## src/rtl/idu_issue_ctrl.sv

```systemverilog
// Decode-stage issue controller: 2-entry skid buffer between IFU and EXU with
// one-hot format decode on enqueue. Optional perf counters under IDU_PERF_EN.
module idu_issue_ctrl #(
  parameter int XLEN   = 32,
  parameter int TYPE_W = 6
) (
  input  logic              clk_i,
  input  logic              rst_i,
  input  logic              in_valid_i,
  output logic              in_ready_o,
  input  logic [XLEN-1:0]   in_inst_i,
  input  logic [XLEN-1:0]   in_pc_i,
  input  logic              flush_i,
  output logic              out_valid_o,
  input  logic              out_ready_i,
  output logic [XLEN-1:0]   out_inst_o,
  output logic [XLEN-1:0]   out_pc_o,
  output logic [TYPE_W-1:0] type_o,
  output logic [TYPE_W-2:0] imm_sel_o,
  output logic              illegal_o,
  output logic [31:0]       perf_issue_o,
  output logic [31:0]       perf_stall_o
);

  typedef enum logic [1:0] {EMPTY = 2'b00, ONE = 2'b10, TWO = 2'b11} state_e;

  logic              head_valid, skid_valid;
  logic [XLEN-1:0]   head_inst, head_pc, skid_inst, skid_pc;
  logic [TYPE_W-1:0] head_type, skid_type, in_type;
  logic              head_ill, skid_ill, in_ill;
  logic              enq, deq;
  state_e            state;

  function automatic logic [TYPE_W:0] decode(input logic [6:0] op);
    logic [TYPE_W-1:0] t;
    t = '0;
    case (op)
      7'b0110011, 7'b0111011:                                  t[0] = 1'b1;
      7'b0010011, 7'b0011011, 7'b0000011, 7'b1100111, 7'b1110011: t[1] = 1'b1;
      7'b0100011:                                              t[2] = 1'b1;
      7'b1100011:                                              t[3] = 1'b1;
      7'b0110111, 7'b0010111:                                  t[4] = 1'b1;
      7'b1101111:                                              t[5] = 1'b1;
      default:                                                 t    = '0;
    endcase
    // Every recognised opcode ends in 2'b11, so compressed encodings fall out as illegal.
    return {(t == '0), t};
  endfunction

  assign {in_ill, in_type} = decode(in_inst_i[6:0]);
  assign state             = state_e'({head_valid, skid_valid});

  assign in_ready_o  = ~skid_valid;
  assign enq         = in_valid_i & in_ready_o;
  assign deq         = head_valid & out_ready_i;

  assign out_valid_o = head_valid;
  assign out_inst_o  = head_inst;
  assign out_pc_o    = head_pc;
  assign type_o      = head_valid ? head_type : '0;
  assign illegal_o   = head_valid & head_ill;
  assign imm_sel_o   = type_o[TYPE_W-1:1];

  // NOTE: state uses non-blocking assignments so every flop samples pre-edge values.
  always_ff @(posedge clk_i or posedge rst_i) begin
    if (rst_i) begin
      // NOTE: data registers are reset too, since out_inst_o/out_pc_o must read 0 after reset.
      head_valid <= 1'b0;
      skid_valid <= 1'b0;
      head_inst  <= '0;
      head_pc    <= '0;
      head_type  <= '0;
      head_ill   <= 1'b0;
      skid_inst  <= '0;
      skid_pc    <= '0;
      skid_type  <= '0;
      skid_ill   <= 1'b0;
    end else if (flush_i) begin
      head_valid <= 1'b0;
      skid_valid <= 1'b0;
    end else begin
      case (state)
        EMPTY: if (enq) begin
          head_valid <= 1'b1;
          {head_inst, head_pc, head_type, head_ill} <= {in_inst_i, in_pc_i, in_type, in_ill};
        end
        ONE: begin
          if (enq && deq) begin
            {head_inst, head_pc, head_type, head_ill} <= {in_inst_i, in_pc_i, in_type, in_ill};
          end else if (enq) begin
            skid_valid <= 1'b1;
            {skid_inst, skid_pc, skid_type, skid_ill} <= {in_inst_i, in_pc_i, in_type, in_ill};
          end else if (deq) begin
            head_valid <= 1'b0;
          end
        end
        TWO: if (deq) begin
          skid_valid <= 1'b0;
          {head_inst, head_pc, head_type, head_ill} <= {skid_inst, skid_pc, skid_type, skid_ill};
        end
        default: begin
          head_valid <= 1'b0;
          skid_valid <= 1'b0;
        end
      endcase
    end
  end

`ifdef IDU_PERF_EN
  logic [31:0] issue_cnt, stall_cnt;

  // Flush deliberately does not clear these; a deq in the flush cycle still counts.
  always_ff @(posedge clk_i or posedge rst_i) begin
    if (rst_i) begin
      issue_cnt <= '0;
      stall_cnt <= '0;
    end else begin
      if (deq)                       issue_cnt <= issue_cnt + 32'd1;
      if (head_valid && !out_ready_i) stall_cnt <= stall_cnt + 32'd1;
    end
  end

  assign perf_issue_o = issue_cnt;
  assign perf_stall_o = stall_cnt;
`else
  assign perf_issue_o = '0;
  assign perf_stall_o = '0;
`endif

endmodule
```

## config.mk

```make
export PLATFORM = sky130hd
export DESIGN_NAME = idu_issue_ctrl
export DESIGN_NICKNAME = d
export VERILOG_FILES = /design/src/rtl/idu_issue_ctrl.sv
export SDC_FILE = /design/constraint.sdc
export NUM_CORES = 1
export LEC_CHECK = 0
export BUFFER_PORTS_ARGS = -buffer_cell sky130_fd_sc_hd__buf_2
export CORE_MARGIN = 4
export CORE_UTILIZATION = 39
export CTS_CLUSTER_DIAMETER = 80
export DETAILED_ROUTE_END_ITERATION = 8
export GPL_TIMING_DRIVEN = 0
export MAX_ROUTING_LAYER = met4
export PLACE_DENSITY_LB_ADDON = 0.08
export SLEW_MARGIN = 25
export SYNTH_ARGS = -nofsm -noshare
export SYNTH_HDL_FRONTEND = slang
export SYNTH_SLANG_ARGS = --single-unit
```

## constraint.sdc

```tcl
create_clock -name clk_i -period 6.3 [get_ports clk_i]
set_input_delay 0.63 -clock clk_i [delete_from_list [all_inputs] [get_ports clk_i]]
set_output_delay 0.63 -clock clk_i [all_outputs]
set_load 0.02 [all_outputs]
```

==> flow_results.org <==
** Logic synthesis
- Number of warnings issued by yosys :: 0
- Main flop type after synthesis :: sky130_fd_sc_hd__dfrtp_1
- Synthesis inferred 144 register bits.
- Most area-hungry cell type in the Yosys netlist :: sky130_fd_sc_hd__dfrtp_1
- The share of synthesized area in the top cell type comes to 0.5438.
- Summing every instance area after synthesis gives 0.006626 sq mm.
- By area the synthesized netlist is led by sky130_fd_sc_hd__dfrtp_1 (54%), sky130_fd_sc_hd__mux2_2 (11%), sky130_fd_sc_hd__nand2_1 (8.2%).
- For this run, the register share of the synthesized area comes to 0.5438.
- Among all cell types in the netlist, the one instantiated most often is sky130_fd_sc_hd__nand2_1.
- In this run, synthesis inferred 0 flip-flops with an integrated enable.
- In the synthesized netlist, the cells that appear most often are sky130_fd_sc_hd__nand2_1 (145), sky130_fd_sc_hd__dfrtp_1 (144), sky130_fd_sc_hd__nor2_1 (71).
- The synthesized netlist contains 34 unique library cells.
- Share of synthesized registers carrying an async set or reset :: 1.000
- After technology mapping, the gate count stands at 660.
- Average footprint of a synthesized cell :: 10.04 sq um

** Critical path
- The number of buffers and inverters on the critical path is 3.
- Data required, critical path :: 5.67 ns
- Ordered list of cells on the worst path :: clkbuf_1 -> and2_1 -> buf_4 -> buf_2
- The worst setup path is captured at an output pin.
- CP Launch Type :: flip-flop
- Endpoint arrival time on the critical path :: 1.72 ns
- Among all stages on the critical path, the largest delay is contributed by sky130_fd_sc_hd__dfrtp_1.
- Grouping stages by cell kind, the critical path spends the most delay in buffers and inverters.
- Stage delay of the slowest cell on the critical path :: 0.45 ns
- The critical path is of the flip-flop to output pin type.
- Worst Path Max Fanout :: 10

** Floorplanning
- After floorplanning, the core was sized to cover 0.01664 sq mm.
- Row generation in the floorplan step produced 47 rows.
- Chip Height :: 138.4 um
- Area of the die :: 0.01914 sq mm
- Measured along the x axis, the die boundary spans 138.4 um.
- For this design the top-level I/O count stands at 211.
- Starting utilization of the core area :: 0.3982

** Clock network
- Once the clock tree was built, the setup fixing pass inserted 0 buffers.
- Counting along the longest clock path gives a buffer depth of 2.
- After clock tree synthesis, the clock-pin slew on the worst setup and hold paths is 0.06 ns.
- For the worst-skew pair, the clock arrives at the later sink with an insertion delay of 0.42 ns.
- The cell sitting at the root of the clock tree is a sky130_fd_sc_hd__clkbuf_16.
- TritonCTS built the clock tree.
- For this design, the sink count on the clock tree is 144.
- CTS Hold Bufs :: 0
- Number of gates resized after cts :: 0
- Buffers inserted during clock tree synthesis total 17.
- H-tree depth reported by CTS :: 4

** Timing
- Setup violations remaining at the end of the flow were counted as 0.
- Tmin final :: 2.350 ns
- Total negative slack for setup checks :: 0 ns
- Final hold slack :: 0.2155 ns
- Based on the critical path, the design can be clocked at up to 425.5 MHz.
- Worst slew margin relative to its limit :: 0.4280
- Worst setup skew after layout :: 0.005807 ns
- Fin. max-slew vios :: 0
- Fraction of the cycle the final worst path needs :: 0.3731
- Final setup slack of the worst path :: 3.950 ns
- The number of failing hold endpoints at the final stage came to 0.
- At the pin with the least slew margin, the transition time is 0.8579 ns.
- Unrepaired setup endpoints after global routing :: false

** Layout
- Share of cells above drive strength 1 :: 0.3556
- Relative to the synthesized area, the layout overhead comes to 27.85%.
- FILL cells :: 1591
- The repair_antennas step left the layout with diodes totalling 0.
- For this run, the share of the core covered by cells in the final layout is 0.5091.
- Post-route design area :: 0.008472 sq mm
- Nets :: 956

** Flow run
- Maxcap violations :: 0

** Routing
- Wires add up to 16570 um.
- Via count :: 5246
- Mean routed wirelength per cell :: 14.80 um
- The detailed router finished its first iteration with 230 violations.
- 1st-pass router iterations :: 4
- Number of vias per cell after detailed routing :: 4.684
- The count of nets left with antenna violations once routing finished came out at 0.
- For this run, design rule violations remaining after detail routing come to 0.

** GRT
- After global routing the overflow that remains totals 0.
- Wire length of the first global-routing pass :: 27560 um
- Initial antenna violation count :: 0
- Largest net degree at the start of global routing :: 91
- Total track usage :: 0.1801
- Via count of the first global-routing pass :: 5402

** Placement
- Summing all placed instances gives a cell area of 0.007894 sq mm.
- The congestion estimate from routability-driven global placement came to 0.7993.
- After legalization and detailed placement, the total HPWL measured 11810 um.
- IO buf count :: 144
- Worst slack at placement :: 3.693 ns

** Power and ir drop
- For this design the static power due to leakage is 4.123 nW.
- Across the VDD grid, the largest voltage drop is 0.0001779 V.
- For this design the ratio of total power to cell area is 320.6 mW/mm^2.

** Hold path
- In this run the worst hold path is classified as input port to asynchronous set/reset pin.

** Run status
- Result of the run :: finished, final reports clean
==> layer usage <==
| metal | wire (um) | part of all wire | vias to the layer above | global-route usage |
|---|---|---|---|---|
| li1 | - | - | 2542 | - |
| met5 | 0 | 0 | - | - |
| met1 | 7265 | 0.44 | 2538 | 0.2233 |
| met2 | 8199 | 0.49 | 148 | 0.2939 |
| met4 | 189 | 0.011 | 0 | 0.04940 |
| met3 | 920 | 0.056 | 18 | 0.04696 |
==> logic make-up after synthesis <==
family | count (synthesis) | share of synthesized area
adders and majority gates | 1 | 0.001511
other | 1 | 0.0005659
and+or+nand+nor | 244 | 0.1501
DFF | 144 | 0.5438
buffers and inverters | 115 | 0.1063
muxes | 64 | 0.1086
AOI/OAI and AO/OA | 91 | 0.08913
==> registers in the layout, indices dropped and copies added, names as in the netlist <==
signal,count
out_valid_o,1
out_inst_o,32
head_type,6
skid_ill,1
skid_type,6
head_ill,1
skid_pc,32
out_pc_o,32
skid_valid,1
skid_inst,32
==> cell type report <==
| type | instances | area [sq um] | share of cell area |
|---|---|---|---|
| plain buffers | 111 | 689.4 | 0.08138 |
| clock buffers | 23 | 498.0 | 0.05878 |
| clock inverters | 9 | 80.08 | 0.009452 |
| inverters | 4 | 22.52 | 0.002658 |
| multi-input cells | 464 | 2555 | 0.3016 |
| flip-flops and latches | 144 | 3603 | 0.4253 |
| well taps | 220 | 275.3 | 0.03249 |
| repair buffers | 145 | 748.2 | 0.08832 |
==> worst paths after layout <==
path | start | end | slack, ns | cells after the start
max | out_valid_o | type_o[5] | 3.95 | 4
min | rst_i | skid_pc[6] | 0.22 | 2
max reg2reg | out_valid_o | out_pc_o[30] | 4.06 | 6
min reg2reg | skid_type[5] | skid_type[5] | 0.48 | 2
max in group asynchronous | rst_i | out_inst_o[20] | 5.31 | 3
min in group clk_i | flush_i | out_valid_o | 0.43 | 2
==> where the power goes <==
group | internal [mW] | switching, mW | leakage, nW
combinational | 0.233 | 0.304 | 2.15
sequential | 1.11 | 0.0915 | 1.69
clock | 0.594 | 0.385 | 0.289
total | 1.94 | 0.780 | 4.12
==> cells in the final DEF (no fill, tap or decap), types with 3 or more instances in the layout <==
cell                          n
sky130_fd_sc_hd__a21oi_1      4
sky130_fd_sc_hd__a31oi_1     68
sky130_fd_sc_hd__and2_1       9
sky130_fd_sc_hd__buf_2      152
sky130_fd_sc_hd__buf_4       70
sky130_fd_sc_hd__clkbuf_1    34
sky130_fd_sc_hd__clkbuf_16   17
sky130_fd_sc_hd__clkbuf_8     5
sky130_fd_sc_hd__clkinv_2     5
sky130_fd_sc_hd__conb_1      64
sky130_fd_sc_hd__dfrtp_1    144
sky130_fd_sc_hd__inv_1        3
sky130_fd_sc_hd__mux2_2      63
sky130_fd_sc_hd__nand2_1    145
sky130_fd_sc_hd__nand3_1      3
sky130_fd_sc_hd__nor2_1      71
sky130_fd_sc_hd__nor2b_1      3
sky130_fd_sc_hd__o21a_1       3
sky130_fd_sc_hd__o21ai_0      8
==> stage by stage <==
stage | std cells | power [mW]
global placement | 1087 | 1.736
detailed placement | 1088 | 1.759
global route | 1120 | 2.852
CTS | 1120 | 2.744
finish | 1120 | 2.716
floorplan | 723 | 1.580
Power figures use the tool's default switching activity.
